`config.mk`:
```
export PLATFORM = sky130hd
export DESIGN_NAME = multi_reset_gen
export DESIGN_NICKNAME = d
export VERILOG_FILES = /design/src/rtl/multi_reset_gen.sv
export SDC_FILE = /design/constraint.sdc
export NUM_CORES = 1
export LEC_CHECK = 0
export BUFFER_PORTS_ARGS = -buffer_cell sky130_fd_sc_hd__buf_4
export CORE_MARGIN = 2
export CORE_UTILIZATION = 30
export DETAILED_ROUTE_END_ITERATION = 6
export PLACE_DENSITY = 0.44
export RECOVER_POWER = 100
export SYNTH_ARGS = -nofsm -noshare
export SYNTH_HDL_FRONTEND = slang
export SYNTH_SLANG_ARGS = --single-unit
```
`constraint.sdc`:
```
create_clock -name clock -period 3.35 [get_ports clock]
set_input_delay 0.67 -clock clock [delete_from_list [all_inputs] [get_ports clock]]
set_output_delay 0.67 -clock clock [all_outputs]
set_load 0.01 [all_outputs]
```
`src/rtl/multi_reset_gen.sv`:
```
// multi_reset_gen: N-channel reset pulse generator for open-drain active-low
// reset pins (console, auxiliary devices), clocked in the reset domain.
//
// Ports:
//   clock        reset-domain clock
//   reset        synchronous active-high reset
//   trigger      one-cycle request per channel (already synchronised)
//   hold         level; keeps a channel asserted while high
//   pulse_len    per-channel length, channel i at [i*W +: W]; 0 = default
//   nreset_drive 1 = pull the channel's reset pin low
//   busy         channel is asserting or cooling down
//   done         one-cycle pulse in the first cycle the pin is released
//   dropped      one-cycle pulse when a trigger is ignored in cooldown

module multi_reset_gen_channel #(
    parameter int COUNTER_WIDTH  = 24,
    parameter int DEFAULT_PULSE  = 8_000_000,
    parameter int COOLDOWN       = 1_000_000,
    parameter int POWERON_ASSERT = 0
) (
    input  logic                     clock,
    input  logic                     reset,
    input  logic                     trigger,
    input  logic                     hold,
    input  logic [COUNTER_WIDTH-1:0] pulse_len,
    output logic                     nreset_drive,
    output logic                     busy,
    output logic                     done,
    output logic                     dropped
);

    localparam logic [1:0] ST_IDLE   = 2'd0;
    localparam logic [1:0] ST_ASSERT = 2'd1;
    localparam logic [1:0] ST_COOL   = 2'd2;

    localparam logic [COUNTER_WIDTH-1:0] ONE =
        COUNTER_WIDTH'(1);
    localparam logic [COUNTER_WIDTH-1:0] DEF_LEN =
        COUNTER_WIDTH'(DEFAULT_PULSE);
    localparam logic [COUNTER_WIDTH-1:0] COOL_LAST =
        COUNTER_WIDTH'(COOLDOWN - 1);
    localparam bit HAS_COOL = (COOLDOWN != 0);
    localparam bit PWR_ON   = (POWERON_ASSERT != 0);

    // Power-on assertion behaves as if a default-length request had been
    // accepted on every reset edge, so the pulse runs out after release.
    localparam logic [1:0] RST_STATE = PWR_ON ? ST_ASSERT : ST_IDLE;
    localparam logic [COUNTER_WIDTH-1:0] RST_CNT =
        PWR_ON ? (DEF_LEN - ONE) : '0;

    logic [1:0]               state_q;
    logic [1:0]               state_d;
    logic [COUNTER_WIDTH-1:0] cnt_q;
    logic [COUNTER_WIDTH-1:0] cnt_d;
    logic [COUNTER_WIDTH-1:0] len_last;
    logic                     done_d;
    logic                     drop_d;
    logic                     counting;

    // Counter holds "cycles remaining minus one", so load L-1.
    assign len_last = (pulse_len == '0) ? (DEF_LEN - ONE)
                                        : (pulse_len - ONE);

    assign counting = (cnt_q != '0);

    always_comb begin
        state_d = state_q;
        cnt_d   = cnt_q;
        done_d  = 1'b0;
        drop_d  = 1'b0;
        case (state_q)
            ST_IDLE: begin
                if (trigger || hold) begin
                    state_d = ST_ASSERT;
                    cnt_d   = len_last;
                end
            end
            ST_ASSERT: begin
                if (trigger) begin
                    // Retrigger restarts the count; the pin never drops.
                    cnt_d = len_last;
                end else if (hold) begin
                    cnt_d = cnt_q;
                end else if (counting) begin
                    cnt_d = cnt_q - ONE;
                end else begin
                    done_d = 1'b1;
                    if (HAS_COOL) begin
                        state_d = ST_COOL;
                        cnt_d   = COOL_LAST;
                    end else begin
                        state_d = ST_IDLE;
                    end
                end
            end
            ST_COOL: begin
                if (counting) begin
                    cnt_d  = cnt_q - ONE;
                    drop_d = trigger;
                end else if (trigger || hold) begin
                    // Last cooldown cycle: a request here is the earliest
                    // one that may be honoured, L+COOLDOWN after the
                    // previous accept.
                    state_d = ST_ASSERT;
                    cnt_d   = len_last;
                end else begin
                    state_d = ST_IDLE;
                end
            end
            default: begin
                state_d = ST_IDLE;
                cnt_d   = '0;
            end
        endcase
    end

    always_ff @(posedge clock) begin
        if (reset) begin
            state_q      <= RST_STATE;
            cnt_q        <= RST_CNT;
            nreset_drive <= PWR_ON;
            busy         <= PWR_ON;
            done         <= 1'b0;
            dropped      <= 1'b0;
        end else begin
            state_q      <= state_d;
            cnt_q        <= cnt_d;
            nreset_drive <= (state_d == ST_ASSERT);
            busy         <= (state_d != ST_IDLE);
            done         <= done_d;
            dropped      <= drop_d;
        end
    end

endmodule

module multi_reset_gen #(
    parameter int CHANNELS       = 2,
    parameter int COUNTER_WIDTH  = 24,
    parameter int DEFAULT_PULSE  = 8_000_000,
    parameter int COOLDOWN       = 1_000_000,
    parameter int POWERON_ASSERT = 0
) (
    input  logic                              clock,
    input  logic                              reset,
    input  logic [CHANNELS-1:0]               trigger,
    input  logic [CHANNELS-1:0]               hold,
    input  logic [CHANNELS*COUNTER_WIDTH-1:0] pulse_len,
    output logic [CHANNELS-1:0]               nreset_drive,
    output logic [CHANNELS-1:0]               busy,
    output logic [CHANNELS-1:0]               done,
    output logic [CHANNELS-1:0]               dropped
);

    localparam longint MAX_COUNT =
        (longint'(1) << COUNTER_WIDTH) - longint'(1);

    if (CHANNELS < 1 || CHANNELS > 8) begin : g_bad_channels
        $error("multi_reset_gen: CHANNELS must be 1..8");
    end

    if (COUNTER_WIDTH < 1 || COUNTER_WIDTH > 32) begin : g_bad_width
        $error("multi_reset_gen: COUNTER_WIDTH must be 1..32");
    end

    if (DEFAULT_PULSE < 1 ||
        longint'(DEFAULT_PULSE) > MAX_COUNT) begin : g_bad_pulse
        $error("multi_reset_gen: DEFAULT_PULSE out of counter range");
    end

    if (COOLDOWN < 0 ||
        longint'(COOLDOWN) > MAX_COUNT) begin : g_bad_cool
        $error("multi_reset_gen: COOLDOWN out of counter range");
    end

    for (genvar i = 0; i < CHANNELS; i++) begin : g_chan
        multi_reset_gen_channel #(
            .COUNTER_WIDTH  (COUNTER_WIDTH),
            .DEFAULT_PULSE  (DEFAULT_PULSE),
            .COOLDOWN       (COOLDOWN),
            .POWERON_ASSERT (POWERON_ASSERT)
        ) u_chan (
            .clock        (clock),
            .reset        (reset),
            .trigger      (trigger[i]),
            .hold         (hold[i]),
            .pulse_len    (pulse_len[i*COUNTER_WIDTH +: COUNTER_WIDTH]),
            .nreset_drive (nreset_drive[i]),
            .busy         (busy[i]),
            .done         (done[i]),
            .dropped      (dropped[i])
        );
    end

endmodule
```
==> results.md, run 1 <==
- Status: completed
- Final hold violation count: 0
- Sequential cell area fraction in the yosys report: 21.8%
- Syn avg cell area: approximately 7.1 µm²
- Flop2flop setup slack: 0.34 ns
- Total CTS buffers: 9
- Largest net degree at the start of global routing: 25
- Post-placement cell count: 1042
- Overall routing resource usage: a little under a quarter
- Ys Warns: 0
- Skew-Pair Late Insertion Delay: about 0.35 ns
- Synth cell types: 73
- Post-cts sizing count: 0
- Worst slew pin tran: between 0.8 and 0.9 ns
- Floorplan core area: approximately 0.018 mm²
- Fin crit period: 3.01 ns
- P per Cell Area: roughly 410 mW/mm²
- Vias per cell: 6.06
- Area Growth Syn to Fin: 17.2%
- Post-route DRC: 0
- Top-count cell post-synth: nor2_1
- Critical Path Start Type: register
- Final non-filler cell total: roughly 1100
- Multi-input logic area: 0.00394 mm²
- Yosys top cell by area: dfxtp_1
- Async set-reset flop share out of synthesis: 0%
- Final Util: between 30% and 40%
- DRT met1 WL: 9680 µm
- Max Cap Viol: 0
- Tcrit/Tclk final: 89.8%
- Pre-CTS setup slack: 0.420 ns
- Post-CTS Setup Inserts: 0
- Layout cells sized above 1: 14.5%
- Global-route wire length before repair: about 35000 µm
- Vias in the first global route: 6156
- Grt total ovfl: 0
- WL met2: 11000 µm
- Detailed Place HPWL: approximately 17000 µm
- Max VDD drop: 0.261 mV
- Via Count: 6402
- Post-synth EDFFs: 0
- Die H: 140 µm
- Routed WL per cell: about 21 µm
- Worst Skew: 0.00593 ns
- Htree depth: 3
- Setup TNS: 0 ns
- Highest layer used for signal routing: met4
- Required time of the worst setup path: 3.64 ns
- Cell area after synthesis: 0.00551 mm²
- Slew headroom: 42.0%
- Max Root-Sink Buffers: 2
- Hold-fix buffers, CTS: 0
- #FFs+latches synth: 60
- Fmax: 0.332 GHz
- # setup viols final: 0
- First DRT Iteration DRCs: 515
- Io pins: 62
- Total Nets Final: 884
- DIE AREA: 0.0195 mm²
- RSZ-0062 raised after global routing: false
- Register area: 0.00120 mm²
- Port Buffers: approximately 60
- TritonCTS clock tree: done
- Most common flop cell mapped by yosys: dfxtp_1
- DRT Wirelength: 22500 µm
- Ant diodes: 0
- Cell count after synthesis: 773
- Slew Viols, Final: 0
- Worst setup margin: 0.340 ns
- Hold Crit Class: register to register
- Fill count: 1902
- Top-area cell type share of the netlist area: between 20 and 25%
- Metal3 WL: 1100 µm
- CTS clk-pin slew, worst paths: about 0.060 ns
- Site Rows: 49
- WS Path Type: register to register
- Root Buffer: clkbuf_16
- Area post-placement: 0.00625 mm²
- Sinks on Clock Net: 60
- TritonRoute pass-1 iters: 5
- GPL Wtd Cong: approximately 0.95
- Die span in x: 140 µm
- Syn Nets: 833
- Crit Path Max Fanout: 7
- WP data arrival: 3.30 ns
- Post-route ant nets: 0
- Critical Path End Type: register
- Final cell area excluding filler cells: 0.00646 mm²
- Most frequent cells after synthesis: nor2_1 (76), dfxtp_1 (60), nand2_1 (60)
- Initial core utilization: 30.7%
- Initial antenna violation count: 0
- Top cells by area, synth: dfxtp_1 (22%), nor3_1 (5.3%), nor2_1 (5.2%)
- Leak pwr: between 2 and 2.5 nW
## worst max-delay path, cell delays in order (launching register included)
cell	delay [ns]
dfxtp_1	0.38
or4_1	0.71
nor4_4	0.45
nand3_2	0.13
or3_1	0.35
a21oi_1	0.67
a221o_1	0.26
## registers in the layout, indices dropped and copies added, names as in the netlist
register / flops
g_chan.u_chan.done: 2
g_chan.u_chan.state_q: 4
g_chan.u_chan.dropped: 2
g_chan.u_chan.nreset_drive: 2
g_chan.u_chan.cnt_q: 48
g_chan.u_chan.busy: 2
## where the power goes
| part | internal (W) | switching (W) |
|---|---|---|
| Combinational | 0.000302 | 0.000461 |
| Clock | 0.000611 | 0.000367 |
| Sequential | 0.000778 | 0.000102 |
## logic make-up after synthesis
group	Yosys count	share of synthesized area, %
XOR/XNOR	51	8.11
flip-flops	60	21.8
AND/OR/NAND/NOR	365	36.4
buffers and inverters	75	6.20
adder cells (fa/ha/maj)	6	1.36
AO/OA/AOI/OAI	216	26.1
## cell type report
class                   instances  area share (%)
clock buffers                  11            3.91
clock inverters                 4           0.756
inverters                      19            1.10
multi-input cells             638            61.0
flip-flops and latches         60            18.6
well taps                     229            4.44
repair buffers                 96            10.2
## metrics by stage
step	total power [W]	hold slack, ns
2_1_floorplan	0.00136	0.449
3_3_place_gp	0.00165	0.471
3_5_place_dp	0.00165	0.473
4_1_cts	0.00264	0.483
5_1_grt	0.00274	0.519
6_report	0.00262	0.499
## layer usage
metal | up-vias | GRT usage [%]
li1 | 3025 | -
met1 | 3099 | 28.2
met2 | 230 | 39.0
met3 | 48 | 3.65
met4 | 0 | 9.20
met5 | - | 0
## cells in the final DEF, fill, tap and decap left out, types with 7 or more instances in the layout
cell type,n
xor2_1,26
a31oi_1,16
clkbuf_1,16
nor3_1,58
nand3_1,27
buf_4,78
nor2_1,76
dfxtp_1,60
o21a_1,7
o22ai_1,9
nand2b_1,10
or3_1,22
nand4_1,11
a21oi_1,50
xnor2_1,25
o31ai_1,7
nand2_1,60
nor4_1,33
a211oi_1,12
o21ai_0,46
clkbuf_16,9
inv_1,19
or4_1,15
## path summary, 6_finish.rpt
| path | endpoint | start | cells after the start |
|---|---|---|---|
| setup / recovery | g_chan[0].u_chan.cnt_q[1]$_SDFFE_PP0P_ | g_chan[0].u_chan.cnt_q[9]$_SDFFE_PP0P_ | 6 |
| hold / removal | g_chan[0].u_chan.cnt_q[23]$_SDFFE_PP0P_ | g_chan[0].u_chan.cnt_q[23]$_SDFFE_PP0P_ | 2 |
| setup reg to reg | g_chan[0].u_chan.cnt_q[1]$_SDFFE_PP0P_ | g_chan[0].u_chan.cnt_q[9]$_SDFFE_PP0P_ | 6 |
| hold reg to reg | g_chan[0].u_chan.cnt_q[23]$_SDFFE_PP0P_ | g_chan[0].u_chan.cnt_q[23]$_SDFFE_PP0P_ | 2 |
No activity file was read; power rests on OpenSTA's default activity.
==> run 2, diff against run 1 <==
RECOVER_POWER = default   (was 100)
==> results.md, run 2 (same netlist as run 1, synthesis figures left out) <==
- Global-route wire length before repair: 34700 µm (unchanged)
- Die span in x: 140 µm (unchanged)
- Multi-input logic area: 0.00397 mm² (was 0.00394 mm²)
- Initial antenna violation count: 0 (unchanged)
- Leak pwr: 2.37 nW (was 2.30 nW)
- Slew headroom: 47.6% (was 42.0%)
- Port Buffers: 61 (unchanged)
- Worst setup margin: 0.486 ns (was 0.340 ns)
- Vias in the first global route: 6156 (unchanged)
- TritonRoute pass-1 iters: 7 (was 5)
- Overall routing resource usage: 22.7% (unchanged)
- CTS clk-pin slew, worst paths: 0.06 ns (about the same)
- Sinks on Clock Net: 60 (unchanged)
- Area Growth Syn to Fin: 18.9% (was 17.2%)
- Post-route DRC: 0 (unchanged)
- Grt total ovfl: 0 (unchanged)
- Slew Viols, Final: 0 (unchanged)
- Most frequent cells in the layout: buf_4 (96), nor2_1 (76), nand2_1 (60), dfxtp_1 (60), nor3_1 (58) (was buf_4 (78), nor2_1 (76), nand2_1 (60), dfxtp_1 (60), nor3_1 (58))
- Critical Path End Type: register (unchanged)
- Worst Skew: 0.00558 ns (was 0.00593 ns)
- Critical Path Start Type: register (unchanged)
- Fill count: 1878 (was 1902)
- Fmax: 0.349 GHz (was 0.332 GHz)
- Required time of the worst setup path: 3.64 ns (about the same)
- WP data arrival: 3.16 ns (was 3.30 ns)
- Fin crit period: 2.86 ns (was 3.01 ns)
- Status: completed (unchanged)
- Ant diodes: 0 (unchanged)
- Commonest non-fill, non-tap cell in the layout: buf_4 (unchanged)
- Skew-Pair Late Insertion Delay: 0.35 ns (about the same)
- Setup TNS: 0 ns (unchanged)
- DIE AREA: 0.0195 mm² (unchanged)
- TritonCTS clock tree: done (unchanged)
- Layout cells sized above 1: 17.0% (was 14.5%)
- Hold Crit Class: register to register (unchanged)
- Htree depth: 3 (unchanged)
- Via Count: 6386 (was 6402)
- Max Root-Sink Buffers: 2 (unchanged)
- Total power: 0.00263 W (was 0.00262 W)
- Post-placement cell count: 1042 (unchanged)
- Max Cap Viol: 0 (unchanged)
- Vias per cell: 6.04 (was 6.06)
- First DRT Iteration DRCs: 524 (was 515)
- P per Cell Area: 402 mW/mm² (was 406 mW/mm²)
- Total Nets Final: 884 (unchanged)
- Largest net degree at the start of global routing: 25 (unchanged)
- Site Rows: 49 (unchanged)
- Worst slew pin tran: 0.779 ns (was 0.862 ns)
- GPL Wtd Cong: 0.946 (unchanged)
- Final hold violation count: 0 (unchanged)
- Largest registers: g_chan.u_chan.cnt_q x48, g_chan.u_chan.state_q x4 (unchanged)
- Pre-CTS setup slack: 0.420 ns (unchanged)
- Tcrit/Tclk final: 85.5% (was 89.8%)
- Hold-fix buffers, CTS: 0 (unchanged)
- Post-route ant nets: 0 (unchanged)
- Floorplan core area: 0.0180 mm² (unchanged)
- Register area: 0.00120 mm² (unchanged)
- Largest register FFs: 48 (unchanged)
- Die H: 140 µm (unchanged)
- # setup viols final: 0 (unchanged)
- Root Buffer: clkbuf_16 (unchanged)
- Crit Path Max Fanout: 9 (was 7)
- Post-CTS Setup Inserts: 0 (unchanged)
- DRT Wirelength: 22500 µm (about the same)
- Post-cts sizing count: 0 (unchanged)
- Detailed Place HPWL: 17000 µm (unchanged)
- Final non-filler cell total: 1057 (unchanged)
- RSZ-0062 raised after global routing: false (unchanged)
- WS Path Type: register to register (unchanged)
- Max VDD drop: 0.263 mV (was 0.261 mV)
- Total CTS buffers: 9 (unchanged)
- Initial core utilization: 30.7% (unchanged)
- Io pins: 62 (unchanged)
- Routed WL per cell: 21.3 µm (about the same)
- Largest Register: g_chan.u_chan.cnt_q (unchanged)
==> run 2: layout make-up <==
class / instances / area share, %
tap: 229 / 4.38
sequential: 60 / 18.3
timing repair buffer: 96 / 11.0
clock inverter: 4 / 0.745
multi-input combinational: 638 / 60.6
clock buffer: 11 / 3.86
inverter: 19 / 1.09
==> run 2: per-stage QoR <==
stage	hold WS (ns)	utilization, %	instance area (µm²)
floorplan	0.449	-	5510
global placement	0.471	34.8	6250
detailed placement	0.473	34.8	6250
CTS	0.483	36.4	6550
global route	0.519	36.4	6550
finish	0.489	36.4	6550
==> run 2: metal layers <==
| metal | track usage [%] | part of all wire (%) | up-vias | routed length (µm) |
|---|---|---|---|---|
| met1 | 28.2 | 43 | 3103 | 9670 |
| met5 | 0 | 0 | - | 0 |
| met4 | 9.20 | 3.4 | 0 | 775 |
| met3 | 3.65 | 4.5 | 54 | 1010 |
| met2 | 39.0 | 49 | 206 | 11000 |
| li1 | - | - | 3023 | - |
==> run 2: worst paths after layout <==
| kind | start | to | slack (ns) | depth (start not counted) |
|---|---|---|---|---|
| worst max-delay path | g_chan[0].u_chan.cnt_q[16]$_SDFFE_PP0P_ | g_chan[0].u_chan.cnt_q[22]$_SDFFE_PP0P_ | 0.49 | 6 |
| worst min-delay path | g_chan[1].u_chan.cnt_q[7]$_SDFFE_PP0P_ | g_chan[1].u_chan.cnt_q[7]$_SDFFE_PP0P_ | 0.49 | 2 |
| worst max register to register | g_chan[0].u_chan.cnt_q[16]$_SDFFE_PP0P_ | g_chan[0].u_chan.cnt_q[22]$_SDFFE_PP0P_ | 0.49 | 6 |
| worst min register to register | g_chan[1].u_chan.cnt_q[7]$_SDFFE_PP0P_ | g_chan[1].u_chan.cnt_q[7]$_SDFFE_PP0P_ | 0.49 | 2 |
==> run 2: critical path: stages (launching register included) <==
cell      delay (ns)
dfxtp_1         0.40
or4_1           0.74
nor4_1          0.35
a21oi_1         0.25
nand2b_1        0.33
a211oi_1        0.56
a211o_1         0.17
==> run 2: report_power, final <==
group | switching (W) | internal, W | leakage (nW) | total [W]
registers | 0.000104 | 0.000778 | 0.496 | 0.000881
logic | 0.000461 | 0.000312 | 1.72 | 0.000774
clock network | 0.000368 | 0.000611 | 0.151 | 0.000979
total | 0.000933 | 0.00170 | 2.37 | 0.00263
==> run 3, diff against run 2 <==
REMOVE_ABC_BUFFERS = 1   (was default)
==> results.md, run 3 (same netlist as run 1, synthesis figures left out) <==
- Max Cap Viol: 0 (unchanged)
- Io pins: 62 (unchanged)
- Combinational share of power: 28.5% (was 29.4%)
- Leak pwr: 2.38 nW (was 2.37 nW)
- Int Pwr: 0.00182 W (was 0.00170 W)
- Crit Path Max Fanout: 10 (was 9)
- Via Count: 6417 (was 6386)
- Max Root-Sink Buffers: 2 (unchanged)
- First DRT Iteration DRCs: 787 (was 524)
- Total Nets Final: 884 (unchanged)
- Register share of total power: 31.9% (was 33.5%)
- Post-route DRC: 0 (unchanged)
- Required time of the worst setup path: 3.58 ns (was 3.64 ns)
- Fin crit period: 2.93 ns (was 2.86 ns)
- Largest register FFs: 48 (unchanged)
- Overall routing resource usage: 22.2% (was 22.7%)
- Grt total ovfl: 0 (unchanged)
- Layout cells sized above 1: 16.9% (was 17.0%)
- CTS clk-pin slew, worst paths: 0.06 ns (about the same)
- Ant diodes: 0 (unchanged)
- Critical Path End Type: register (unchanged)
- Sinks on Clock Net: 60 (unchanged)
- Root Buffer: clkbuf_16 (unchanged)
- Fmax: 0.341 GHz (was 0.349 GHz)
- WP data arrival: 3.15 ns (was 3.16 ns)
- Largest registers: g_chan.u_chan.cnt_q x48, g_chan.u_chan.state_q x4 (unchanged)
- Vias in the first global route: 5930 (was 6156)
- Area post-placement: 0.00625 mm² (unchanged)
- TritonCTS clock tree: done (unchanged)
- Critical Path Start Type: register (unchanged)
- Sw frac: 33.7% (was 35.4%)
- GPL Wtd Cong: 0.964 (was 0.946)
- Fill count: 1928 (was 1878)
- Post-cts sizing count: 0 (unchanged)
- Commonest non-fill, non-tap cell in the layout: buf_4 (unchanged)
- Initial antenna violation count: 0 (unchanged)
- Post-CTS Setup Inserts: 0 (unchanged)
- RSZ-0062 raised after global routing: false (unchanged)
- Area Growth Syn to Fin: 19.4% (was 18.9%)
- Final hold violation count: 0 (unchanged)
- Post-route ant nets: 0 (unchanged)
- Routed WL per cell: 20.6 µm (was 21.3 µm)
- # setup viols final: 0 (unchanged)
- Die span in x: 140 µm (unchanged)
- Initial core utilization: 30.7% (unchanged)
- Worst Skew: 0.00999 ns (was 0.00558 ns)
- Skew-Pair Late Insertion Delay: 0.35 ns (about the same)
- Status: completed (unchanged)
- Site Rows: 49 (unchanged)
- Most frequent cells in the layout: buf_4 (96), nor2_1 (76), nand2_1 (60), dfxtp_1 (60), nor3_1 (58) (unchanged)
- Hold-fix buffers, CTS: 0 (unchanged)
- Power share of the clock group: 39.6% (was 37.2%)
- Die H: 140 µm (unchanged)
- Floorplan core area: 0.0180 mm² (unchanged)
- Post-placement cell count: 1042 (unchanged)
- Total CTS buffers: 9 (unchanged)
- Worst slew pin tran: 1.07 ns (was 0.779 ns)
- Final cell area excluding filler cells: 0.00658 mm² (was 0.00655 mm²)
- Slew Viols, Final: 0 (unchanged)
- Hold Crit Class: register to register (unchanged)
- Max VDD drop: 0.233 mV (was 0.263 mV)
- Slew headroom: 28.5% (was 47.6%)
- Htree depth: 3 (unchanged)
- Vias per cell: 6.07 (was 6.04)
- Final non-filler cell total: 1058 (was 1057)
- Largest Register: g_chan.u_chan.cnt_q (unchanged)
- DIE AREA: 0.0195 mm² (unchanged)
- Tcrit/Tclk final: 87.4% (was 85.5%)
- TritonRoute pass-1 iters: 5 (was 7)
- P per Cell Area: 417 mW/mm² (was 402 mW/mm²)
- P_sw: 0.000925 W (was 0.000933 W)
- DRT Wirelength: 21700 µm (was 22500 µm)
- Largest net degree at the start of global routing: 25 (unchanged)
- Setup TNS: 0 ns (unchanged)
- Global-route wire length before repair: 34000 µm (was 34700 µm)
- WS Path Type: register to register (unchanged)
- Hold Slack: 0.489 ns (about the same)
- Port Buffers: 61 (unchanged)
- Detailed Place HPWL: 16800 µm (was 17000 µm)
==> run 3: cell types whose count changed in the layout (fill, tap and decap cells not counted), sizes merged <==
| cell | change |
|---|---|
| bufinv | +2 |
| clkinv | -1 |
==> run 3: through the flow <==
| stage | total power, W | setup WS, ns | utilization [%] |
|---|---|---|---|
| after floorplan | 0.00132 | 0.707 | - |
| after global placement | 0.00165 | 0.431 | 34.8 |
| after detailed placement | 0.00165 | 0.405 | 34.8 |
| after CTS | 0.00274 | 0.486 | 36.6 |
| after global routing | 0.00287 | 0.292 | 36.6 |
| final | 0.00274 | 0.421 | 36.6 |
==> run 3: final cells by class <==
cell class                 instances  area (µm²)  area share (%)
clock inverter                     5         100            1.52
timing repair buffer              96         721            11.0
sequential                        60        1200            18.3
inverter                          19        71.3            1.08
clock buffer                      11         233            3.54
multi-input combinational        638        3970            60.3
tap                              229         287            4.36
==> run 3: worst max-delay path, stage by stage (launching register included) <==
cell and delay [ns]:
dfxtp_1 0.41, inv_1 0.07, ha_1 0.25, nor4b_1 0.16, buf_4 0.17, and4_1 0.21, a21oi_1 0.83, nor2_1 0.37
a22oi_1 0.24, o21ai_1 0.09
==> run 3: final timing paths <==
kind | slack [ns] | endpoint | start | cells past startpoint
hold / removal | 0.49 | g_chan[1].u_chan.cnt_q[7]$_SDFFE_PP0P_ | g_chan[1].u_chan.cnt_q[7]$_SDFFE_PP0P_ | 2
setup / recovery | 0.42 | g_chan[0].u_chan.cnt_q[11]$_SDFFE_PP0P_ | g_chan[0].u_chan.cnt_q[0]$_SDFFE_PP0P_ | 9
setup reg to reg | 0.42 | g_chan[0].u_chan.cnt_q[11]$_SDFFE_PP0P_ | g_chan[0].u_chan.cnt_q[0]$_SDFFE_PP0P_ | 9
hold reg to reg | 0.49 | g_chan[1].u_chan.cnt_q[7]$_SDFFE_PP0P_ | g_chan[1].u_chan.cnt_q[7]$_SDFFE_PP0P_ | 2
==> run 3: power groups by stage <==
stage	Sequential (W)	Clock, W	Combinational (W)
final	0.000876	0.00109	0.000781
after global routing	0.000885	0.00113	0.000852
after CTS	0.000872	0.00110	0.000766
after detailed placement	0.000887	0	0.000762
after global placement	0.000883	0	0.000765
after floorplan	0.000864	0	0.000461
==> run 3: layer usage <==
metal  wire length (µm)  share of wire, %  GRT usage [%]
met4                439               2.0           7.92
met3               1840               8.4           4.03
met5                  0                 0              0
met2               8630                40           30.4
met1              10800                50           34.1
